`src/rtl/soc_rst_seq_if.sv`:
```
// rtl/soc_rst_seq_if.sv - core-side control bundle between the reset sequencer and core_region
interface soc_rst_seq_if;
    logic        fetch_enable_i;
    logic [31:0] boot_addr_i;
    logic        core_busy_i;
    logic        soft_rst_req_i;
    logic        fetch_enable_o;
    logic [31:0] boot_addr_o;

    // SoC side: drives requests and status, receives the gated controls
    modport master (
        output fetch_enable_i,
        output boot_addr_i,
        output core_busy_i,
        output soft_rst_req_i,
        input  fetch_enable_o,
        input  boot_addr_o
    );

    // Sequencer side
    modport slave (
        input  fetch_enable_i,
        input  boot_addr_i,
        input  core_busy_i,
        input  soft_rst_req_i,
        output fetch_enable_o,
        output boot_addr_o
    );
endinterface

```
`src/rtl/soc_rst_seq.sv`:
```
// rtl/soc_rst_seq.sv - staged peripheral/core reset and boot sequencer
module soc_rst_seq #(
    parameter int LOCK_TIMEOUT      = 1024,
    parameter int PERIPH_RST_CYCLES = 16,
    parameter int CORE_RST_CYCLES   = 8,
    parameter int DRAIN_TIMEOUT     = 256,
    parameter int CNT_WIDTH         = 12
) (
    input  logic             clk,
    input  logic             rst_n,
    input  logic             testmode_i,
    input  logic             fll_lock_i,
    soc_rst_seq_if.slave     core_if,
    output logic             periph_rstn_o,
    output logic             core_rstn_o,
    output logic [2:0]       state_o,
    output logic [1:0]       status_o
);

    typedef enum logic [2:0] {
        WAIT_LOCK   = 3'd0,
        PERIPH_HOLD = 3'd1,
        CORE_HOLD   = 3'd2,
        WAIT_FETCH  = 3'd3,
        RUN         = 3'd4,
        SOFT_DRAIN  = 3'd5
    } state_t;

    localparam logic [CNT_WIDTH-1:0] CNT_ONE     = CNT_WIDTH'(1);
    localparam logic [CNT_WIDTH-1:0] LOCK_LAST   = CNT_WIDTH'(LOCK_TIMEOUT - 1);
    localparam logic [CNT_WIDTH-1:0] PERIPH_LOAD = CNT_WIDTH'(PERIPH_RST_CYCLES - 1);
    localparam logic [CNT_WIDTH-1:0] CORE_LOAD   = CNT_WIDTH'(CORE_RST_CYCLES - 1);
    localparam logic [CNT_WIDTH-1:0] DRAIN_LAST  = CNT_WIDTH'(DRAIN_TIMEOUT - 1);

    state_t               state;
    logic [CNT_WIDTH-1:0] cnt;
    logic                 lock_meta;
    logic                 lock_s;
    logic                 lock_d;
    logic                 periph_rstn_r;
    logic                 core_rstn_r;
    logic                 fetch_en_r;
    logic [31:0]          boot_addr_r;
    logic [1:0]           status_r;

    // Lock synchroniser plus the sequencing FSM; one shared counter serves every timed state
    always_ff @(posedge clk or negedge rst_n) begin
        if (!rst_n) begin
            state         <= WAIT_LOCK;
            cnt           <= '0;
            lock_meta     <= 1'b0;
            lock_s        <= 1'b0;
            lock_d        <= 1'b0;
            periph_rstn_r <= 1'b0;
            core_rstn_r   <= 1'b0;
            fetch_en_r    <= 1'b0;
            boot_addr_r   <= '0;
            status_r      <= '0;
        end else begin
            lock_meta <= fll_lock_i;
            lock_s    <= lock_meta;
            lock_d    <= lock_s;
            case (state)
                WAIT_LOCK: begin
                    cnt <= cnt + CNT_ONE;
                    // lock takes priority so a late lock never flags a timeout
                    if (lock_s) begin
                        state <= PERIPH_HOLD;
                        cnt   <= PERIPH_LOAD;
                    end else if (cnt == LOCK_LAST) begin
                        state       <= PERIPH_HOLD;
                        cnt         <= PERIPH_LOAD;
                        status_r[0] <= 1'b1;
                    end
                end
                PERIPH_HOLD: begin
                    if (cnt == '0) begin
                        periph_rstn_r <= 1'b1;
                        state         <= CORE_HOLD;
                        cnt           <= CORE_LOAD;
                    end else begin
                        cnt <= cnt - CNT_ONE;
                    end
                end
                CORE_HOLD: begin
                    fetch_en_r <= 1'b0;
                    // boot address is captured on the very edge the core leaves reset
                    if (cnt == '0) begin
                        core_rstn_r <= 1'b1;
                        boot_addr_r <= core_if.boot_addr_i;
                        state       <= WAIT_FETCH;
                    end else begin
                        cnt <= cnt - CNT_ONE;
                    end
                end
                WAIT_FETCH: begin
                    if (core_if.fetch_enable_i) begin
                        state      <= RUN;
                        fetch_en_r <= 1'b1;
                    end
                end
                RUN: begin
                    fetch_en_r <= core_if.fetch_enable_i;
                    // lock loss is only recorded; the running system is left alone
                    if (lock_d && !lock_s) begin
                        status_r[1] <= 1'b1;
                    end
                    if (core_if.soft_rst_req_i) begin
                        state      <= SOFT_DRAIN;
                        fetch_en_r <= 1'b0;
                        cnt        <= '0;
                    end
                end
                SOFT_DRAIN: begin
                    fetch_en_r <= 1'b0;
                    cnt        <= cnt + CNT_ONE;
                    if (!core_if.core_busy_i || cnt == DRAIN_LAST) begin
                        state       <= CORE_HOLD;
                        core_rstn_r <= 1'b0;
                        cnt         <= CORE_LOAD;
                    end
                end
                default: begin
                    state <= WAIT_LOCK;
                    cnt   <= '0;
                end
            endcase
        end
    end

    // Scan/test bypass: resets follow the pin directly, fetch and boot pass straight through
    assign periph_rstn_o          = testmode_i ? rst_n : periph_rstn_r;
    assign core_rstn_o            = testmode_i ? rst_n : core_rstn_r;
    assign core_if.fetch_enable_o = testmode_i ? core_if.fetch_enable_i : fetch_en_r;
    assign core_if.boot_addr_o    = testmode_i ? core_if.boot_addr_i : boot_addr_r;
    assign state_o                = state;
    assign status_o               = status_r;

endmodule

```
`src/flat_wrapper.sv`:
```
// flat-port wrapper written by rule: the top's interface ports become plain ports
module soc_rst_seq_flat 
#(
    parameter int LOCK_TIMEOUT      = 1024,
    parameter int PERIPH_RST_CYCLES = 16,
    parameter int CORE_RST_CYCLES   = 8,
    parameter int DRAIN_TIMEOUT     = 256,
    parameter int CNT_WIDTH         = 12
)
  (clk, rst_n, testmode_i, fll_lock_i, periph_rstn_o, core_rstn_o, state_o, status_o, core_if_fetch_enable_i, core_if_boot_addr_i, core_if_core_busy_i, core_if_soft_rst_req_i, core_if_fetch_enable_o, core_if_boot_addr_o);
  soc_rst_seq_if core_if_i ();
  input  logic clk;
  input  logic rst_n;
  input  logic testmode_i;
  input  logic fll_lock_i;
  output logic periph_rstn_o;
  output logic core_rstn_o;
  output logic [2:0] state_o;
  output logic [1:0] status_o;
  input wire logic [$bits(core_if_i.fetch_enable_i)-1:0] core_if_fetch_enable_i;
  input wire logic [$bits(core_if_i.boot_addr_i)-1:0] core_if_boot_addr_i;
  input wire logic [$bits(core_if_i.core_busy_i)-1:0] core_if_core_busy_i;
  input wire logic [$bits(core_if_i.soft_rst_req_i)-1:0] core_if_soft_rst_req_i;
  output wire logic [$bits(core_if_i.fetch_enable_o)-1:0] core_if_fetch_enable_o;
  output wire logic [$bits(core_if_i.boot_addr_o)-1:0] core_if_boot_addr_o;
  assign core_if_i.fetch_enable_i = core_if_fetch_enable_i;
  assign core_if_i.boot_addr_i = core_if_boot_addr_i;
  assign core_if_i.core_busy_i = core_if_core_busy_i;
  assign core_if_i.soft_rst_req_i = core_if_soft_rst_req_i;
  assign core_if_fetch_enable_o = core_if_i.fetch_enable_o;
  assign core_if_boot_addr_o = core_if_i.boot_addr_o;
  soc_rst_seq #(.LOCK_TIMEOUT(LOCK_TIMEOUT), .PERIPH_RST_CYCLES(PERIPH_RST_CYCLES), .CORE_RST_CYCLES(CORE_RST_CYCLES), .DRAIN_TIMEOUT(DRAIN_TIMEOUT), .CNT_WIDTH(CNT_WIDTH)) u_core (.clk(clk), .rst_n(rst_n), .testmode_i(testmode_i), .fll_lock_i(fll_lock_i), .core_if(core_if_i), .periph_rstn_o(periph_rstn_o), .core_rstn_o(core_rstn_o), .state_o(state_o), .status_o(status_o));
endmodule
```
`config.mk`:
```
export PLATFORM = sky130hd
export DESIGN_NAME = soc_rst_seq_flat
export DESIGN_NICKNAME = d
export VERILOG_FILES = /design/src/rtl/soc_rst_seq_if.sv /design/src/rtl/soc_rst_seq.sv /design/src/flat_wrapper.sv
export SDC_FILE = /design/constraint.sdc
export NUM_CORES = 1
export LEC_CHECK = 0
export CORE_AREA = 4 4 113 115
export DETAILED_ROUTE_END_ITERATION = 12
export DIE_AREA = 0 0 117 119
export HOLD_SLACK_MARGIN = 0.05
export PLACE_DENSITY = 0.56
export SLEW_MARGIN = 10
export SYNTH_ARGS = -nofsm -noshare
export SYNTH_HDL_FRONTEND = slang
export SYNTH_SLANG_ARGS = --single-unit
```
`constraint.sdc`:
```
create_clock -name clk -period 3.7 [get_ports clk]
set_clock_uncertainty 0.2 [all_clocks]
set_input_delay 0.37 -clock clk [delete_from_list [all_inputs] [get_ports clk]]
set_output_delay 0.37 -clock clk [all_outputs]
set_load 0.03 [all_outputs]
```
==> results_dict.tcl <==
set metrics [dict create \
    status "finished, final reports clean" \
    synth_xor_area_share_pct 1.51 \
    grt_pass1_wl_mm 13.9 \
    whs_ns 0.0428 \
    final-seq-area_um2 1380 \
    use_met3_pct 2.49 \
    num_rows 40 \
    syn2layout_area_growth_pct 28.7 \
    synth.most_common_cell "dfrtp_1" \
    synthCells 311 \
    fin_area_um2 4480 \
    grt_usage_pct 12.1 \
    post_cts_buffers 0 \
    synth_ff_type "dfrtp_1" \
    crit_arrival_ns 2.94 \
    fillCellCount 1167 \
    grt.met1_usage_pct 18.0 \
    via_count 2697 \
    synth_simple_gate_area_share_pct 15.1 \
    relSlewSlack_pct 29.7 \
    ys_ff_latch 55 \
    wl_per_cell_um 16.3 \
    p_leak_uw 0.00188 \
    cts_tree "yes" \
    synth.area.mux_share_pct 24.5 \
    grt_pass1_vias 2654 \
    crit_fanout 33 \
    final-max-slew-violation-count 0 \
    r2r_slack_ns 0.73 \
    gp_congestion 0.829 \
    initial_core_util_pct 29.4 \
    cts-buffers-inserted 5 \
    ys_async_sr_fraction_pct 100 \
    insertedDiodeCount 0 \
    multi_input_area_um2 1920 \
    final_nets 420 \
    max_cap_viol_count 0 \
    netlist_top_cells_count "dfrtp_1, mux2_2, mux2_4" \
    max_clock_freq_mhz 337 \
    die_area_um2 13900 \
    hold_path_class "input pin to asynchronous set/reset pin" \
    synth.top_cell.area_share_pct 39.6 \
    synthesis.nets 353 \
    root_buffer "clkbuf_16" \
    drt_pre_antenna_iters 4 \
    synth_compound_area_share_pct 12.9 \
    synth_top_family_by_area "multiplexers" \
    ys_seq_area_share_pct 39.6 \
    clk_pin_slew_ns 0.08 \
    yosys.area.top_type "dfrtp_1" \
    cp.required_ns 3.67 \
    cts_hold_buffers 0 \
    startpoint_type "register" \
    post_cts_resize_count 0 \
    clk_latency_ns 0.29 \
    ioPinCount 79 \
    clkSinkCount 55 \
    yosysWarningCount 0 \
    grt_use_met2_pct 18.4 \
    ir_drop_uv 308 \
    syn_area_um2 3480 \
    period_share_pct 80.3 \
    grt_max_degree 56 \
    tns_ns 0 \
    finalSetupViolations 0 \
    ys_top_cells_by_area "dfrtp_1, mux2_4, mux2_2" \
    io_buffers 78 \
    drtIter0Drc 203 \
    postSynthAreaPerCell_um2 11.2 \
    post-dp-hpwl_mm 6.03 \
    synthAdderAreaFrac_pct 1.08 \
    synth_edf_count 0 \
    postRouteAntennaNets 0 \
    die_x_um 117 \
    drcViolationCount 0 \
    viasPerCell 5.13 \
    ys_types 61 \
    coreArea_um2 11800 \
    hold_violations 0 \
    critical_path_class "register to register" \
    cts_max_level 2 \
    power.density_nw_per_um2 546 \
    drive_above_1_share_pct 25.6 \
    rsz0062_at_grt "no" \
    grt_antenna_before_repair 0 \
    grt_overflow 0 \
    busiest_layer "met2" \
    routed_wl_mm 8.59 \
    place_area_um2 4320 \
    min_period_ns 2.97 \
    cp-end-kind "register" \
    clockBufferDepth 2 \
    dieHeight_um 119 \
    worst_slew_pin_slew_ns 1.05 \
]
report_power, final:
part | switching [uW] | total (uW) | internal, uW
clock network | 231 | 488 | 257
logic | 557 | 1050 | 491
registers | 203 | 909 | 706
layer usage:
metal	up-vias	share of wire, %
met4	0	0.72
li1	1295	-
met3	8	7.0
met1	1301	49
met2	93	43
met5	-	0
placed cells by master, fill, tap and decap left out, types with 8 or more instances in the layout:
master	count
mux2_4	29
a21oi_1	12
nor2_1	16
nand3_1	8
mux2_2	36
inv_1	9
clkdlybuf4s50_1	77
nand2_1	16
nor3_1	8
o21ai_0	9
dfrtp_1	55
kinds of logic (layout without fill, tap and decap cells):
logic type	Yosys count	in the layout
muxes	66	66
DFF	55	55
adders and majority gates	3	3
buffers and inverters	32	100
and+or+nand+nor	85	85
xor gates and xnor gates	6	6
AOI/OAI and AO/OA	64	64
final cells by class:
type                       instances  area share [%]
clock buffer                       5            2.80
inverter                           9           0.755
tap                              147            4.11
clock inverter                     3           0.615
sequential                        55            30.8
multi-input combinational        224            42.8
timing repair buffer              83            18.2
path summary, 6_finish.rpt:
| path | from | cells after the start | endpoint |
|---|---|---|---|
| setup / recovery | u_core.cnt[8]$_DFFE_PN0P_ | 4 | u_core.boot_addr_r[10]$_DFFE_PN0P_ |
| hold / removal | rst_n | 2 | u_core.cnt[0]$_DFFE_PN0P_ |
| setup reg to reg | u_core.cnt[8]$_DFFE_PN0P_ | 4 | u_core.boot_addr_r[10]$_DFFE_PN0P_ |
| hold reg to reg | u_core.lock_meta$_DFF_PN0_ | 0 | u_core.lock_s$_DFF_PN0_ |
| max in group asynchronous | rst_n | 2 | u_core.status_o[0]$_DFFE_PN0P_ |
| min in group clk | u_core.lock_meta$_DFF_PN0_ | 0 | u_core.lock_s$_DFF_PN0_ |
per-stage QoR:
stage / total power, uW / util (%) / std cells / setup WS [ns]
after CTS: 2460 / 37.9 / 526 / 0.750
after detailed placement: 1950 / 36.6 / 518 / 0.769
final: 2440 / 37.9 / 526 / 0.730
after global placement: 1950 / 36.6 / 518 / 0.877
after floorplan: 1650 / - / 311 / 1.41
after global routing: 2620 / 37.9 / 526 / 0.631
state kept, by name, indices dropped and copies added, names as in the netlist:
register / flops
u_core.boot_addr_r: 32
u_core.cnt: 12
u_core.state_o: 3
u_core.status_o: 2
u_core.core_rstn_r: 1
u_core.fetch_en_r: 1
u_core.lock_d: 1
u_core.lock_meta: 1
u_core.lock_s: 1
u_core.periph_rstn_r: 1
critical path, cell delays in order, from the launching register on:
cell and delay, ns:
dfrtp_1 0.57, nor4_4 0.50, nand3_2 0.20, or3_2 0.89
mux2_4 0.46
No activity file was read; power rests on OpenSTA's default activity.
